## src/rtl/arm_ctrl_pkg.sv

```systemverilog
// Shared types and encodings for the multicycle ARM control unit:
// FSM states, opcode classes, ALU operations and datapath select codes.
package arm_ctrl_pkg;

  typedef enum logic [3:0] {
    FETCH  = 4'd0,
    DECODE = 4'd1,
    MEMADR = 4'd2,
    MEMRD  = 4'd3,
    MEMWB  = 4'd4,
    MEMWR  = 4'd5,
    EXECR  = 4'd6,
    EXECI  = 4'd7,
    ALUWB  = 4'd8,
    BRANCH = 4'd9
  } state_t;

  localparam logic [1:0] OP_DP    = 2'b00;
  localparam logic [1:0] OP_MEM   = 2'b01;
  localparam logic [1:0] OP_BR    = 2'b10;
  localparam logic [1:0] OP_UNDEF = 2'b11;

  typedef enum logic [1:0] {
    ALU_ADD = 2'b00,
    ALU_SUB = 2'b01,
    ALU_AND = 2'b10,
    ALU_ORR = 2'b11
  } alu_control_t;

  localparam logic [3:0] CMD_ADD = 4'b0100;
  localparam logic [3:0] CMD_SUB = 4'b0010;
  localparam logic [3:0] CMD_AND = 4'b0000;
  localparam logic [3:0] CMD_ORR = 4'b1100;

  localparam logic [1:0] SRC_A_REG    = 2'b00;
  localparam logic [1:0] SRC_A_PC     = 2'b01;
  localparam logic [1:0] SRC_A_ALUOUT = 2'b10;

  localparam logic [1:0] SRC_B_REG  = 2'b00;
  localparam logic [1:0] SRC_B_IMM  = 2'b01;
  localparam logic [1:0] SRC_B_FOUR = 2'b10;

  localparam logic [1:0] RES_ALUOUT = 2'b00;
  localparam logic [1:0] RES_READ   = 2'b01;
  localparam logic [1:0] RES_ALU    = 2'b10;

endpackage

```

## src/rtl/alu_decoder.sv

```systemverilog
// ALU operation and flag-write decode for data-processing execute states.
// Unsupported commands fall back to ADD and never touch the flags.
module alu_decoder
  import arm_ctrl_pkg::*;
(
  input  logic [4:0]   funct,
  input  logic         alu_op,
  output alu_control_t alu_control,
  output logic [1:0]   flag_w
);

  logic s_bit;
  assign s_bit = funct[0];

  // NOTE: every output gets a default before the case so no path leaves it unassigned (no latch).
  always_comb begin
    alu_control = ALU_ADD;
    flag_w      = 2'b00;
    if (alu_op) begin
      case (funct[4:1])
        CMD_ADD: begin alu_control = ALU_ADD; flag_w = {s_bit, s_bit}; end
        CMD_SUB: begin alu_control = ALU_SUB; flag_w = {s_bit, s_bit}; end
        CMD_AND: begin alu_control = ALU_AND; flag_w = {s_bit, 1'b0};  end
        CMD_ORR: begin alu_control = ALU_ORR; flag_w = {s_bit, 1'b0};  end
        default: begin alu_control = ALU_ADD; flag_w = 2'b00;          end
      endcase
    end
  end

endmodule

```

## src/rtl/multicycle_controller.sv

```systemverilog
// Multicycle ARM control unit: Moore FSM plus instruction decode producing the
// per-cycle write requests for CondLogic and the datapath mux selects.
module multicycle_controller
  import arm_ctrl_pkg::*;
#(
  parameter logic [3:0] PC_REG = 4'd15
) (
  input  logic       clk,
  input  logic       reset,
  input  logic [1:0] op,
  input  logic [5:0] funct,
  input  logic [3:0] rd,
  output logic       pcs,
  output logic       reg_w,
  output logic       mem_w,
  output logic [1:0] flag_w,
  output logic       next_pc,
  output logic       ir_write,
  output logic       adr_src,
  output logic [1:0] alu_src_a,
  output logic [1:0] alu_src_b,
  output logic [1:0] result_src,
  output logic [1:0] imm_src,
  output logic [1:0] reg_src,
  output logic [1:0] alu_control
);

  state_t state, state_next;

  logic s_reg_w, s_mem_w, s_next_pc, s_ir_write, s_branch, s_alu_op;
  alu_control_t alu_ctl;
  logic [1:0]   dec_flag_w;

  // NOTE: sequential state uses non-blocking assignment so all flops update together.
  always_ff @(posedge clk or posedge reset) begin
    if (reset) state <= FETCH;
    else       state <= state_next;
  end

  always_comb begin
    state_next = FETCH;
    case (state)
      FETCH:  state_next = DECODE;
      DECODE: begin
        case (op)
          OP_MEM:  state_next = MEMADR;
          OP_DP:   state_next = funct[5] ? EXECI : EXECR;
          OP_BR:   state_next = BRANCH;
          default: state_next = FETCH;
        endcase
      end
      MEMADR: state_next = funct[0] ? MEMRD : MEMWR;
      MEMRD:  state_next = MEMWB;
      EXECR,
      EXECI:  state_next = ALUWB;
      // MEMWB, MEMWR, ALUWB, BRANCH and illegal encodings all return to FETCH
      default: state_next = FETCH;
    endcase
  end

  always_comb begin
    s_reg_w    = 1'b0;
    s_mem_w    = 1'b0;
    s_next_pc  = 1'b0;
    s_ir_write = 1'b0;
    s_branch   = 1'b0;
    s_alu_op   = 1'b0;
    adr_src    = 1'b0;
    alu_src_a  = SRC_A_REG;
    alu_src_b  = SRC_B_REG;
    result_src = RES_ALUOUT;
    case (state)
      FETCH: begin
        s_ir_write = 1'b1;
        s_next_pc  = 1'b1;
        alu_src_a  = SRC_A_PC;
        alu_src_b  = SRC_B_FOUR;
        result_src = RES_ALU;
      end
      DECODE: begin
        alu_src_a  = SRC_A_PC;
        alu_src_b  = SRC_B_FOUR;
        result_src = RES_ALU;
      end
      MEMADR: alu_src_b = SRC_B_IMM;
      MEMRD:  adr_src   = 1'b1;
      MEMWB: begin
        result_src = RES_READ;
        s_reg_w    = 1'b1;
      end
      MEMWR: begin
        adr_src = 1'b1;
        s_mem_w = 1'b1;
      end
      EXECR: s_alu_op = 1'b1;
      EXECI: begin
        alu_src_b = SRC_B_IMM;
        s_alu_op  = 1'b1;
      end
      ALUWB: s_reg_w = 1'b1;
      BRANCH: begin
        alu_src_a  = SRC_A_ALUOUT;
        alu_src_b  = SRC_B_IMM;
        result_src = RES_ALU;
        s_branch   = 1'b1;
      end
      default: ;
    endcase
  end

  alu_decoder u_alu_decoder (
    .funct       (funct[4:0]),
    .alu_op      (s_alu_op),
    .alu_control (alu_ctl),
    .flag_w      (dec_flag_w)
  );

  // Write requests are held off while reset is asserted; state is already FETCH then.
  assign reg_w       = s_reg_w    & ~reset;
  assign mem_w       = s_mem_w    & ~reset;
  assign next_pc     = s_next_pc  & ~reset;
  assign ir_write    = s_ir_write & ~reset;
  assign flag_w      = reset ? 2'b00 : dec_flag_w;
  assign pcs         = ((s_reg_w & (rd == PC_REG)) | s_branch) & ~reset;
  assign alu_control = alu_ctl;
  assign imm_src     = op;
  assign reg_src     = {op == OP_MEM, op == OP_BR};

endmodule

```

## config.mk

```make
export PLATFORM = sky130hd
export DESIGN_NAME = multicycle_controller
export DESIGN_NICKNAME = d
export VERILOG_FILES = /design/src/rtl/arm_ctrl_pkg.sv /design/src/rtl/alu_decoder.sv /design/src/rtl/multicycle_controller.sv
export SDC_FILE = /design/constraint.sdc
export NUM_CORES = 1
export LEC_CHECK = 0
export ABC_AREA = 1
export CAP_MARGIN = 5
export CORE_MARGIN = 2
export CORE_UTILIZATION = 34
export CTS_CLUSTER_DIAMETER = 100
export DETAILED_ROUTE_END_ITERATION = 8
export GPL_ROUTABILITY_DRIVEN = 0
export PLACE_DENSITY = 0.77
export SETUP_SLACK_MARGIN = 0.05
export SLEW_MARGIN = 20
export SYNTH_ARGS = -nofsm -noshare
export SYNTH_HDL_FRONTEND = slang
export SYNTH_HIERARCHICAL = 1
export SYNTH_SLANG_ARGS = --single-unit
```

## constraint.sdc

```tcl
create_clock -name clk -period 1.5 [get_ports clk]
set_input_delay 0.225 -clock clk [delete_from_list [all_inputs] [get_ports clk]]
set_output_delay 0.225 -clock clk [all_outputs]
set_load 0.05 [all_outputs]
```

==> results.md, run 1 <==
* Die Y at 42.5 µm
* Resized cells post-CTS at 31
* I/O Pins at 34
* Sequential area share after synthesis at 19.9%
* Failed at: clock tree synthesis
* Port Buffer Count at 33
* Post-Syn Nets at 102
* CTS sink cnt at 4
* Row cnt at 13
* #FFs+latches synth at 4
* Run status: did not finish
* Netlist Area Pre-Place at 503 µm²
* Error: [ERROR DPL-0033] detailed placement checks failed during check placement.
* Gate Count Post-Synth at 88
* Clock Tree Root: clkbuf_4
* CTS Hold Buffers Added at 0
* Max H-tree Level at 1
* Die width at 42.5 µm
* Ys Warns at 6
* Post-CTS setup buffer count at 10
* Detailed Place HPWL at 1.48 mm
* Max Buffers Root-to-Sink at 2
* Worst slack, placed at -0.170 ns
* CTS Buf Count at 3
* Netlist cell types at 19
* Initial Utilization at 37.7%
* Syn_area_per_cell at 5.72 µm²
## synthesized netlist by cell type
cell / number / area, µm²
nor2_1: 11 / 41.3
inv_2: 4 / 15.0
o21ai_0: 1 / 5.00
nand2_4: 1 / 11.3
nand2_1: 22 / 82.6
nand2_2: 5 / 31.3
or2_2: 1 / 6.26
nor2_2: 3 / 18.8
nand3_2: 1 / 10.0
a21oi_1: 1 / 5.00
nand4_1: 1 / 6.26
nand3_1: 7 / 35.0
dfrtp_1: 4 / 100
buf_4: 3 / 22.5
o21ai_1: 3 / 15.0
inv_1: 16 / 60.1
nor2_4: 2 / 22.5
and2_1: 1 / 6.26
o21ai_2: 1 / 8.76
## through the flow
step / TNS, ns / instance area [µm²] / cells / hold WS (ns)
3_5_place_dp: -0.563 / 1160 / 145 / 0.551
3_3_place_gp: -0.299 / 1160 / 145 / 0.547
2_1_floorplan: 0 / 547 / 88 / 0.0152
## logic make-up after synthesis
family          after synthesis  share of synthesized area (%)
flops                         4                           19.9
buf+inv                      23                           19.4
compound gates                6                           6.71
simple gates                 55                           54.0
==> run 2: changes to the inputs <==
Settings changed: CORE_AREA set to 2 2 63 65, CORE_MARGIN 2 to unset, CORE_UTILIZATION 34 to unset, CTS_CLUSTER_DIAMETER 100 to unset, DIE_AREA set to 0 0 65 67, PLACE_DENSITY 0.77 to unset, PLACE_DENSITY_LB_ADDON set to 0.15, SETUP_SLACK_MARGIN 0.05 to unset.
==> run 2 against run 1 <==
  * The flow now finishes, with violations (negative setup slack)
  * Synthesized cell count stayed put
  * Area after synthesis stayed put
==> results.md, run 2 <==
* Run status: finished with violations
* Violated checks: negative setup slack
* Min Tclk post-route at 1.59 ns
* Initial drt markers at 9
* Worst Path Buf+Inv at 4
* Netlist Area Pre-Place at 503 µm²
* Non-filler instance count after layout at 190
* Die Y at 67 µm
* Power after layout at 2.55 mW
* Slowest stage cell, crit path: dfrtp_1
* Fmax at 631 MHz
* Max incr delay on CP at 0.39 ns
* Post-route ant nets at 0
* Reg2Reg Depth at 7
* CTS sink cnt at 4
* Ranking of synthesized cells by area: dfrtp_1, nand2_1, inv_1, nor2_1, nand3_1
* Largest Register: state
* Worst path required time at 1.27 ns
* Commonest cells after routing, fill and taps aside: buf_4, buf_12, nand2_2, inv_2, nand2_1
* Final worst-path cycle share at 106%
* Share of post-route cells with drive strength above 1 at 64.8%
* Number of global-route vias before repair at 661
* Initial Utilization at 13.9%
* Clk_skew at 0.00103 ns
* Post-synth EDFFs at 0
* CP delay by family, top: simple AND/OR/NAND/NOR gates
* CTS Hold Buffers Added at 0
* Gate Count Post-Synth at 88
* Syn_area_per_cell at 5.72 µm²
* Biggest regs: state: 4 flops
* CTS tree: built
* Crit end category: output port
* Worst slack, placed at -0.141 ns
* Reg clk slew, reported paths at 0.03 ns
* Final Hold Fails at 0
* Core Region at 3610 µm²
* GRT Total Usage at 7.70%
* Die area at 4360 µm²
* # placed instances at 178
* Post-synth top cells: nand2_1, inv_1, nor2_1
* Most common cell in the netlist: nand2_1
* Top FF cell, synth: dfrtp_1
* Worst setup margin at -0.0850 ns
* Clk_lat worst skew at 0.21 ns
* Sequential area share after synthesis at 19.9%
* Critical Path Source Type: flip-flop
* Pin count of the biggest net entering global routing at 6
* Flop2flop setup slack at 0.19 ns
* Reg2reg end: state[2]
* Number of diodes at 0
* Post-synth ARST share at 100%
* Fill cell total of the finished layout at 383
* DRT Pass-1 Iters at 4
* Drt total wl at 1.62 mm
* Worst-path fanout max at 2
* WP data arrival at 1.36 ns
* DRC at 0
* WP depth at 10
* Max H-tree Level at 1
* Worst hold path type: in -> async
* Slew HR at 84.7%
* CP startpoint: state[3]
* Cell taking the most area after synthesis: dfrtp_1
* CP Capture Point: flag_w[1]
* Vias at 696
* Number of nets in the layout at 158
* Setup TNS Final at -0.306 ns
* Max Slew Vio Count at 0
* I/O Pins at 34
* First-pass GRT wire length at 2.62 mm
* Placed Instance Area at 1190 µm²
* Row cnt at 22
* CTS Buf Count at 3
* VDD IR max at 0.508 mV
* Max Buffers Root-to-Sink at 2
* Clock Tree Root: clkbuf_8
* Netlist cell types at 19
* PwrDens at 1870 nW/µm²
* RSZ-0062 raised after global routing: true
* Die width at 65 µm
* #FFs+latches synth at 4
* Max reg flops at 4
* Final Cell Area at 1370 µm²
* CP Cell Sequence: nor2_4, nand2_2, inv_2, nand2_2, inv_2, nand3_2, nand2_2, inv_2, nor2_4, buf_12
* WL per Instance at 8.53 µm
* Max-cap viol count at 0
* Port Buffer Count at 33
* Worst slew pin tran at 0.229 ns
* Ys Warns at 6
* Vias per inst at 3.66
* R2r startpoint: state[3]
* Post-Syn Nets at 102
* Initial antenna violation count at 0
* Most common cell after layout, fill and taps aside: buf_4
* Detailed Place HPWL at 1.35 mm
* Synth-to-layout area growth at 172%
* # setup viols final at 7
* Total grt overflow at 0
* Top cell type's share of synthesized area at 19.9%
* LEAKAGE at 0.644 nW
* Crit Path Class: reg -> out
-- run 2: cell counts after synthesis --
No cell type changed its count.
-- run 2: area by class of cell --
| class | instances | area (µm²) | area share [%] |
|---|---|---|---|
| repair buffers | 54 | 682 | 49.9 |
| clock buffers | 3 | 41.3 | 3.02 |
| flip-flops and latches | 4 | 101 | 7.42 |
| multi-input cells | 61 | 404 | 29.6 |
| inverters | 20 | 77.6 | 5.68 |
| well taps | 48 | 60.1 | 4.40 |
-- run 2: worst min path at each step --
stage | to | slack, ns | depth (start not counted)
2_1_floorplan | state[0] | 0.02 | 1
3_3_place_gp | state[1] | 0.62 | 2
3_5_place_dp | state[2] | 0.62 | 2
4_1_cts | state[1] | 0.24 | 3
5_1_grt | state[3] | 0.30 | 3
6_report | state[2] | 0.26 | 3
-- run 2: repair_timing --
action                                  CTS  global route
resized for setup                        15            20
pin swaps                                 9            10
buffers inserted                          7             4
hold endpoints to repair                  0             0
endpoints found under the setup margin   10            15
-- run 2: report_power, final --
part | leakage, nW | internal [mW] | switching [mW]
Clock | 0.0216 | 0.171 | 0.0521
Combinational | 0.572 | 0.980 | 1.13
Sequential | 0.0506 | 0.156 | 0.0595
-- run 2: routing by layer --
metal	global-route usage [%]	wire length (µm)	vias up
met5	0	0	-
li1	-	-	370
met1	9.90	714	293
met4	3.19	0	0
met2	11.9	753	33
met3	2.36	152	0
-- run 2: worst min-delay path, stage by stage --
cell and delay, ns:
dlygate4sd2_1 0.30, inv_1 0.12, buf_4 0.15
-- run 2: kinds of logic after synthesis --
family	Yosys count	synth area share (%)
AND/OR/NAND/NOR	55	54.0
buffers and inverters	23	19.4
AO/OA/AOI/OAI	6	6.71
flip-flops	4	19.9
-- run 2: through the flow --
step | hold WS (ns) | util, %
4_1_cts | 0.241 | 35.9
6_report | 0.265 | 37.9
3_3_place_gp | 0.617 | 33.0
2_1_floorplan | 0.0152 | -
3_5_place_dp | 0.618 | 33.0
5_1_grt | 0.303 | 37.9
No activity file was read; power rests on OpenSTA's default activity.
==> run 3: changes to the inputs <==
Settings changed: HOLD_SLACK_MARGIN set to 0.03.
==> results of run 3 <==
Final layout, timing and power as in run 2 (identical DEF).
==> run 4: changes to the inputs <==
Settings changed: HOLD_SLACK_MARGIN 0.03 to 0.06.
==> results of run 4 <==
Final layout, timing and power as in run 2 (identical DEF).
